File: config.mk
export PLATFORM = sky130hd
export DESIGN_NAME = concat_zero_ctrl
export DESIGN_NICKNAME = d
export VERILOG_FILES = /design/src/rtl/concat_zero_ctrl_pkg.sv /design/src/rtl/cz_valid_pipe.sv /design/src/rtl/concat_zero_ctrl.sv
export SDC_FILE = /design/constraint.sdc
export NUM_CORES = 1
export LEC_CHECK = 0
export ABC_AREA = 1
export CAP_MARGIN = 25
export CORE_ASPECT_RATIO = 2
export CORE_UTILIZATION = 48
export DETAILED_ROUTE_END_ITERATION = 7
export PLACE_DENSITY_LB_ADDON = 0.3
export SLEW_MARGIN = 40
export SYNTH_ARGS = -nofsm -noshare
export SYNTH_HDL_FRONTEND = slang
export SYNTH_HIERARCHICAL = 1
export SYNTH_SLANG_ARGS = --single-unit
File: constraint.sdc
create_clock -name clk -period 1.9 [get_ports clk]
set_input_delay 0.57 -clock clk [delete_from_list [all_inputs] [get_ports clk]]
set_output_delay 0.57 -clock clk [all_outputs]
set_load 0.03 [all_outputs]
File: src/rtl/concat_zero_ctrl_pkg.sv
// Shared types and defaults for the concat/zero-point sequencer.
package concat_zero_ctrl_pkg;

  localparam int unsigned PIX_W_DEF  = 20;
  localparam int unsigned GRP_W_DEF  = 10;
  localparam int unsigned ZERO_W     = 32;

  typedef enum logic [2:0] {
    StIdle,
    StRdA,
    StRdB,
    StDrain,
    StDone
  } state_e;

endpackage

File: src/rtl/cz_valid_pipe.sv
// Shift register of {valid, sel_b} tracking every issued read through the FIFO
// read latency and the adder pipeline. Stage i holds the issue from i+1 cycles ago.
module cz_valid_pipe #(
  parameter int unsigned Depth = 2
) (
  input  logic             clk_i,
  input  logic             clr_i,
  input  logic             valid_i,
  input  logic             sel_i,
  output logic [Depth-1:0] valid_o,
  output logic [Depth-1:0] sel_o
);

  logic [Depth-1:0] vld_q, vld_d;
  logic [Depth-1:0] sel_q, sel_d;

  // Shift one stage per cycle; the pipe never stalls.
  always_comb begin
    vld_d    = vld_q;
    sel_d    = sel_q;
    vld_d[0] = valid_i;
    sel_d[0] = sel_i;
    for (int i = 1; i < Depth; i++) begin
      vld_d[i] = vld_q[i-1];
      sel_d[i] = sel_q[i-1];
    end
  end

  // Synchronous clear discards every word in flight.
  always_ff @(posedge clk_i) begin
    if (clr_i) begin
      vld_q <= '0;
      sel_q <= '0;
    end else begin
      vld_q <= vld_d;
      sel_q <= sel_d;
    end
  end

  assign valid_o = vld_q;
  assign sel_o   = sel_q;

endmodule

File: src/rtl/concat_zero_ctrl.sv
// Sequences branch-A / branch-B FIFO reads for a channel-concat layer and
// aligns mux select, zero point and output-valid with the datapath.
module concat_zero_ctrl
  import concat_zero_ctrl_pkg::*;
#(
  parameter int unsigned ADD_LATENCY = 1,
  parameter int unsigned RD_LATENCY  = 1,
  parameter int unsigned PIX_W       = PIX_W_DEF,
  parameter int unsigned GRP_W       = GRP_W_DEF
) (
  input  logic              clk,
  input  logic              rst,
  input  logic              start,
  input  logic [PIX_W-1:0]  cfg_pixels,
  input  logic [GRP_W-1:0]  cfg_grp_a,
  input  logic [GRP_W-1:0]  cfg_grp_b,
  input  logic [ZERO_W-1:0] cfg_zero_a,
  input  logic [ZERO_W-1:0] cfg_zero_b,
  input  logic              a_empty,
  output logic              a_rd_en,
  input  logic              b_empty,
  output logic              b_rd_en,
  input  logic              out_almost_full,
  output logic              sel_b,
  output logic [ZERO_W-1:0] zero_data_out,
  output logic              out_valid,
  output logic              busy,
  output logic              done
);

  localparam int unsigned PipeDepth = RD_LATENCY + ADD_LATENCY;
  localparam int unsigned DataTap   = RD_LATENCY - 1;

  state_e             state_q, state_d;
  logic [PIX_W-1:0]   pixels_q, pix_cnt_q, pix_cnt_d;
  logic [GRP_W-1:0]   grp_a_q, grp_b_q, grp_cnt_q, grp_cnt_d;
  logic [ZERO_W-1:0]  zero_a_q, zero_b_q;
  logic               sel_hold_q;
  logic               last_a, last_b, last_pix, accept, in_flight;
  logic               data_vld, data_sel;
  logic [PipeDepth-1:0] pipe_vld, pipe_sel;

  assign accept   = (state_q == StIdle) && start;
  assign last_a   = (grp_cnt_q == grp_a_q - GRP_W'(1));
  assign last_b   = (grp_cnt_q == grp_b_q - GRP_W'(1));
  assign last_pix = (pix_cnt_q == pixels_q - PIX_W'(1));

  // Layer configuration, captured once per accepted start.
  always_ff @(posedge clk) begin
    if (rst) begin
      pixels_q <= '0;
      grp_a_q  <= '0;
      grp_b_q  <= '0;
      zero_a_q <= '0;
      zero_b_q <= '0;
    end else if (accept) begin
      pixels_q <= cfg_pixels;
      grp_a_q  <= cfg_grp_a;
      grp_b_q  <= cfg_grp_b;
      zero_a_q <= cfg_zero_a;
      zero_b_q <= cfg_zero_b;
    end
  end

  // State and counter registers.
  always_ff @(posedge clk) begin
    if (rst) begin
      state_q   <= StIdle;
      grp_cnt_q <= '0;
      pix_cnt_q <= '0;
    end else begin
      state_q   <= state_d;
      grp_cnt_q <= grp_cnt_d;
      pix_cnt_q <= pix_cnt_d;
    end
  end

  // Next-state, issue strobes and status; issue is gated only by FIFO flags.
  always_comb begin
    state_d   = state_q;
    grp_cnt_d = grp_cnt_q;
    pix_cnt_d = pix_cnt_q;
    a_rd_en   = 1'b0;
    b_rd_en   = 1'b0;
    busy      = 1'b0;
    done      = 1'b0;
    unique case (state_q)
      StIdle: begin
        if (start) begin
          state_d   = StRdA;
          grp_cnt_d = '0;
          pix_cnt_d = '0;
        end
      end
      StRdA: begin
        busy    = 1'b1;
        a_rd_en = !a_empty && !out_almost_full;
        if (a_rd_en) begin
          if (last_a) begin
            grp_cnt_d = '0;
            state_d   = StRdB;
          end else begin
            grp_cnt_d = grp_cnt_q + GRP_W'(1);
          end
        end
      end
      StRdB: begin
        busy    = 1'b1;
        b_rd_en = !b_empty && !out_almost_full;
        if (b_rd_en) begin
          if (last_b) begin
            grp_cnt_d = '0;
            if (last_pix) begin
              pix_cnt_d = '0;
              state_d   = StDrain;
            end else begin
              pix_cnt_d = pix_cnt_q + PIX_W'(1);
              state_d   = StRdA;
            end
          end else begin
            grp_cnt_d = grp_cnt_q + GRP_W'(1);
          end
        end
      end
      StDrain: begin
        busy = 1'b1;
        // The word in the last stage is emitted this cycle, so done follows it by one.
        if (!in_flight) state_d = StDone;
      end
      StDone: begin
        done    = 1'b1;
        state_d = StIdle;
      end
      default: state_d = StIdle;
    endcase
  end

  cz_valid_pipe #(
    .Depth(PipeDepth)
  ) u_valid_pipe (
    .clk_i  (clk),
    .clr_i  (rst),
    .valid_i(a_rd_en | b_rd_en),
    .sel_i  (b_rd_en),
    .valid_o(pipe_vld),
    .sel_o  (pipe_sel)
  );

  // Anything still in flight other than the word leaving the adder now.
  always_comb begin
    in_flight = 1'b0;
    for (int i = 0; i < int'(PipeDepth) - 1; i++) begin
      in_flight = in_flight | pipe_vld[i];
    end
  end

  assign data_vld = pipe_vld[DataTap];
  assign data_sel = pipe_sel[DataTap];

  // Remember the select of the last data word so the mux holds between issues.
  always_ff @(posedge clk) begin
    if (rst) begin
      sel_hold_q <= 1'b0;
    end else if (data_vld) begin
      sel_hold_q <= data_sel;
    end
  end

  assign sel_b         = data_vld ? data_sel : sel_hold_q;
  assign zero_data_out = sel_b ? zero_b_q : zero_a_q;
  assign out_valid     = pipe_vld[PipeDepth-1];

endmodule

[After elaboration in Yosys (flattened, before gate mapping)]
Index checks and enable logic that the tools add are counted.
Storage, ports and cells
  bits in registers: 141
  output and inout bits: 38
Operators by class
  reductions and logical operators: 13
  bitwise gates (word level): 1
  muxes and demuxes: 25
  equality and inequality tests: 13
  add/sub/neg operators: 5
Operators by type and width (count)
  $mux 20: 4
  $mux 10: 5
  $pmux 20 s2: 1
  $mux 32: 1
  $pmux 10 s3: 1
  $add 20x1->20 const B: 1
  $eq 10x10->1: 2
  $eq 20x20->1: 1
  $sub 10x1->10 const B: 2
  $sub 20x1->20 const B: 1
  $mux 3: 6
  $ne 2x2->1 const B: 6
  $pmux 3 s4: 1
  $add 10x1->10 const B: 1
  $reduce_and 4->1: 2
  $eq 3x2->1 const B: 2
  $reduce_and 6->1: 1
  $mux 1: 5
  $eq 3x1->1 const B: 1
  $eq 3x3->1 const B: 1
  $logic_and 1x1->1: 3
  $logic_not 1->1: 3
  $logic_not 3->1: 1
  $reduce_bool 3->1: 1
  other kinds (4): 4

[Longest topological paths before layout]
  depth in word-level cells: 6
  depth in mapped cells: 18
  mapped depth without buffers: 17

[Hierarchy]
The synthesis kept the hierarchy.
Modules (own cells, without submodules)
  concat_zero_ctrl: instances 1, area an instance 7838.8 sq um, cells an instance 1203, sequential area each 2762.6 sq um
  cz_valid_pipe: instances 1, area an instance 110.1 sq um, cells an instance 12, sequential area each 80.1 sq um

[Least setup slack after synthesis]
Ideal clock, no wire load.
  path type: register -> output
  start: register u_valid_pipe.vld_q[0], in the netlist u_valid_pipe/valid_o[0]
  end: output zero_data_out[10]
  stages on the path, launching flop included: 7
  arrival time: 1.596 ns
  data required time: 1.330 ns
  slack: -0.266 ns
  cell sequence: dfxtp_1 -> or2_2 -> nand2_1 -> clkbuf_1 -> buf_1 -> nand2_1 -> o21ai_0
Between the ends
  cells in the longest elaborated chain, start to end: 2
Ends and longest elaborated chain
  start: declaration: RTL line cz_valid_pipe.sv:14  | logic [Depth-1:0] vld_q, vld_d;
  start signal: assignment: RTL line cz_valid_pipe.sv:35  | vld_q <= vld_d;
  $mux 1
  $mux 32: RTL line concat_zero_ctrl.sv:170  | assign zero_data_out = sel_b ? zero_b_q : zero_a_q;
  end: declaration: RTL line concat_zero_ctrl.sv:25  | output logic [ZERO_W-1:0] zero_data_out,
Every way passes these cells.

[Worst setup path in the final report]
  start: register u_valid_pipe.vld_q[0], in the netlist u_valid_pipe/valid_o[0]
  end: output zero_data_out[18]
The elaborated chain is that of the path after synthesis.

==> flow_metrics.tcl <==
set metrics [dict create \
    numPlacedInstances 1606 \
    final_util 0.745 \
    dieArea_um2 17100 \
    ant_nets 0 \
    place.gp.congestion 0.922 \
    antenna_found_initial 1 \
    grt_max_degree 53 \
    hold_class "register to register" \
    relSlewSlack 0.567 \
    num_rows 66 \
    violations "setup timing" \
    criticalPathCategory "register to primary output" \
    cts_max_level 4 \
    fin_crit_sh 1.17 \
    cts_sinks 141 \
    dp.final_hpwl_mm 16.9 \
    num-nets-final 1563 \
    hold_violations 0 \
    wl_per_cell_um 15.7 \
    power_mw 18.2 \
    timing.rr.start "pixels_q[1]" \
    irDropWorstVdd_mv 0.904 \
    grt_overflow 0 \
    postSynthCellCount 1212 \
    timing.fmax_ghz 0.450 \
    numCtsBuffers 17 \
    tritoncts "done" \
    clock_latency_ns 0.43 \
    dr.pass1.iters 5 \
    rsz0062_at_grt "true" \
    drive_above_1_share 0.277 \
    cts.path.max_buffers 2 \
    vias 8901 \
    maxCapViolCount 0 \
    clk_pin_slew_ns 0.07 \
    finalSetupViolations 67 \
    fillCellCount 1209 \
    grt.total_usage 0.285 \
    syn_to_final_growth_pct 52.2 \
    end_kind "primary output" \
    critPathArrivalTime_ns 1.65 \
    synthesis.nets 1327 \
    ys_warn_count 6 \
    grt_pass1_vias 8557 \
    drt-initial-drc-count 334 \
    powerDensity_nw_per_um2 1510 \
    p_leak_nw 5.26 \
    layout_common_cells "nand2_1 (209), inv_1 (153), dfxtp_1 (132), o21ai_0 (118)" \
    die_y_um 184 \
    critPathLaunchType "register" \
    grt_pass1_wl_mm 38.1 \
    start_util 0.489 \
    setup_tns_ns -13.86 \
    startpoint "u_valid_pipe/valid_o[0]" \
    drv_slew 0 \
    status "finished, violations left" \
    fin_skew_ns 0.00848 \
    die_w_um 92.8 \
    core_area_um2 16200 \
    period_needed_ns 2.22 \
    worst-path-max-fanout 6 \
    vias_per_cell 5.34 \
    drc 0 \
    cp.required_ns 1.33 \
    synth_area_um2 7920 \
    tightest_slew_ns 0.647 \
    layout_commonest_cell "nand2_1" \
    fin_ws_ns -0.323 \
    stdcell_count 1666 \
    hp-start "zero_a_q[4]" \
    avgSynthCellArea_um2 6.54 \
    port_buffers 147 \
    routed_wl_mm 26.1 \
    ios 148 \
    cts-root-buf "clkbuf_16" \
]
[stage by stage]
| step | cell area, um^2 | setup slack [ns] | hold WS (ns) |
|---|---|---|---|
| finish | 12100 | -0.323 | 0.444 |
| global route | 12100 | -0.366 | 0.466 |
| detailed placement | 10300 | -0.372 | 0.433 |
| CTS | 11500 | -0.386 | 0.444 |
| global placement | 10300 | -0.334 | 0.431 |
| floorplan | 8040 | 0.00527 | 0.424 |
[layout make-up]
| class | instances | area (um^2) | area share |
|---|---|---|---|
| clock inverters | 15 | 174 | 0.0144 |
| well taps | 204 | 255 | 0.0212 |
| clock buffers | 17 | 425 | 0.0353 |
| inverters | 174 | 658 | 0.0546 |
| repair buffers | 276 | 2780 | 0.230 |
| multi-input cells | 838 | 4920 | 0.408 |
| diodes | 1 | 2.50 | 0.000208 |
| flip-flops and latches | 141 | 2840 | 0.236 |
[timing repair]
item | 4_1_cts | 5_1_grt
buffers inserted | 15 | 7
cloned | 6 | 5
endpoints found under the hold margin | 0 | 0
setup endpoints to repair | 70 | 69
pin swaps | 25 | 44
gates resized for setup | 111 | 123
hold buffers | 0 | 0
[flip-flops by register name, indices dropped and copies added (netlist names)]
signal,cells
grp_b_q,10
pixels_q,20
pix_cnt_q,20
grp_cnt_q,10
sel_hold_q,1
u_valid_pipe/valid_o,2
grp_a_q,10
u_valid_pipe/sel_o,1
zero_b_q,32
zero_a_q,32
state_q,3
[per-layer routing]
layer / up-vias / wire [um] / global-route usage
li1: 4330 / - / -
met1: 4092 / 8780 / 0.252
met2: 331 / 14100 / 0.551
met3: 148 / 1230 / 0.0525
met4: 0 / 1990 / 0.209
met5: - / 0 / 0
[worst max-delay path, stage by stage (launching register included)]
cell     delay (ns)
dfxtp_2        0.34
or2_4          0.29
nand2_8        0.13
buf_12         0.16
buf_8          0.12
o21ai_4        0.06
buf_6          0.14
[path summary, 6_finish.rpt]
kind | to | slack [ns] | cells after the start
worst min register to register | zero_a_q[4] | 0.44 | 2
worst max register to register | pix_cnt_q[8] | -0.23 | 16
worst min-delay path | zero_a_q[4] | 0.44 | 2
worst max-delay path | zero_data_out[18] | -0.32 | 6
[report_power, final]
| part | switching [mW] | internal (mW) | leakage [nW] |
|---|---|---|---|
| combinational | 5.97 | 4.36 | 3.80 |
| clock | 1.51 | 1.88 | 0.291 |
| sequential | 0.686 | 3.77 | 1.17 |
Note: power is estimated with default switching activity, not from simulation.
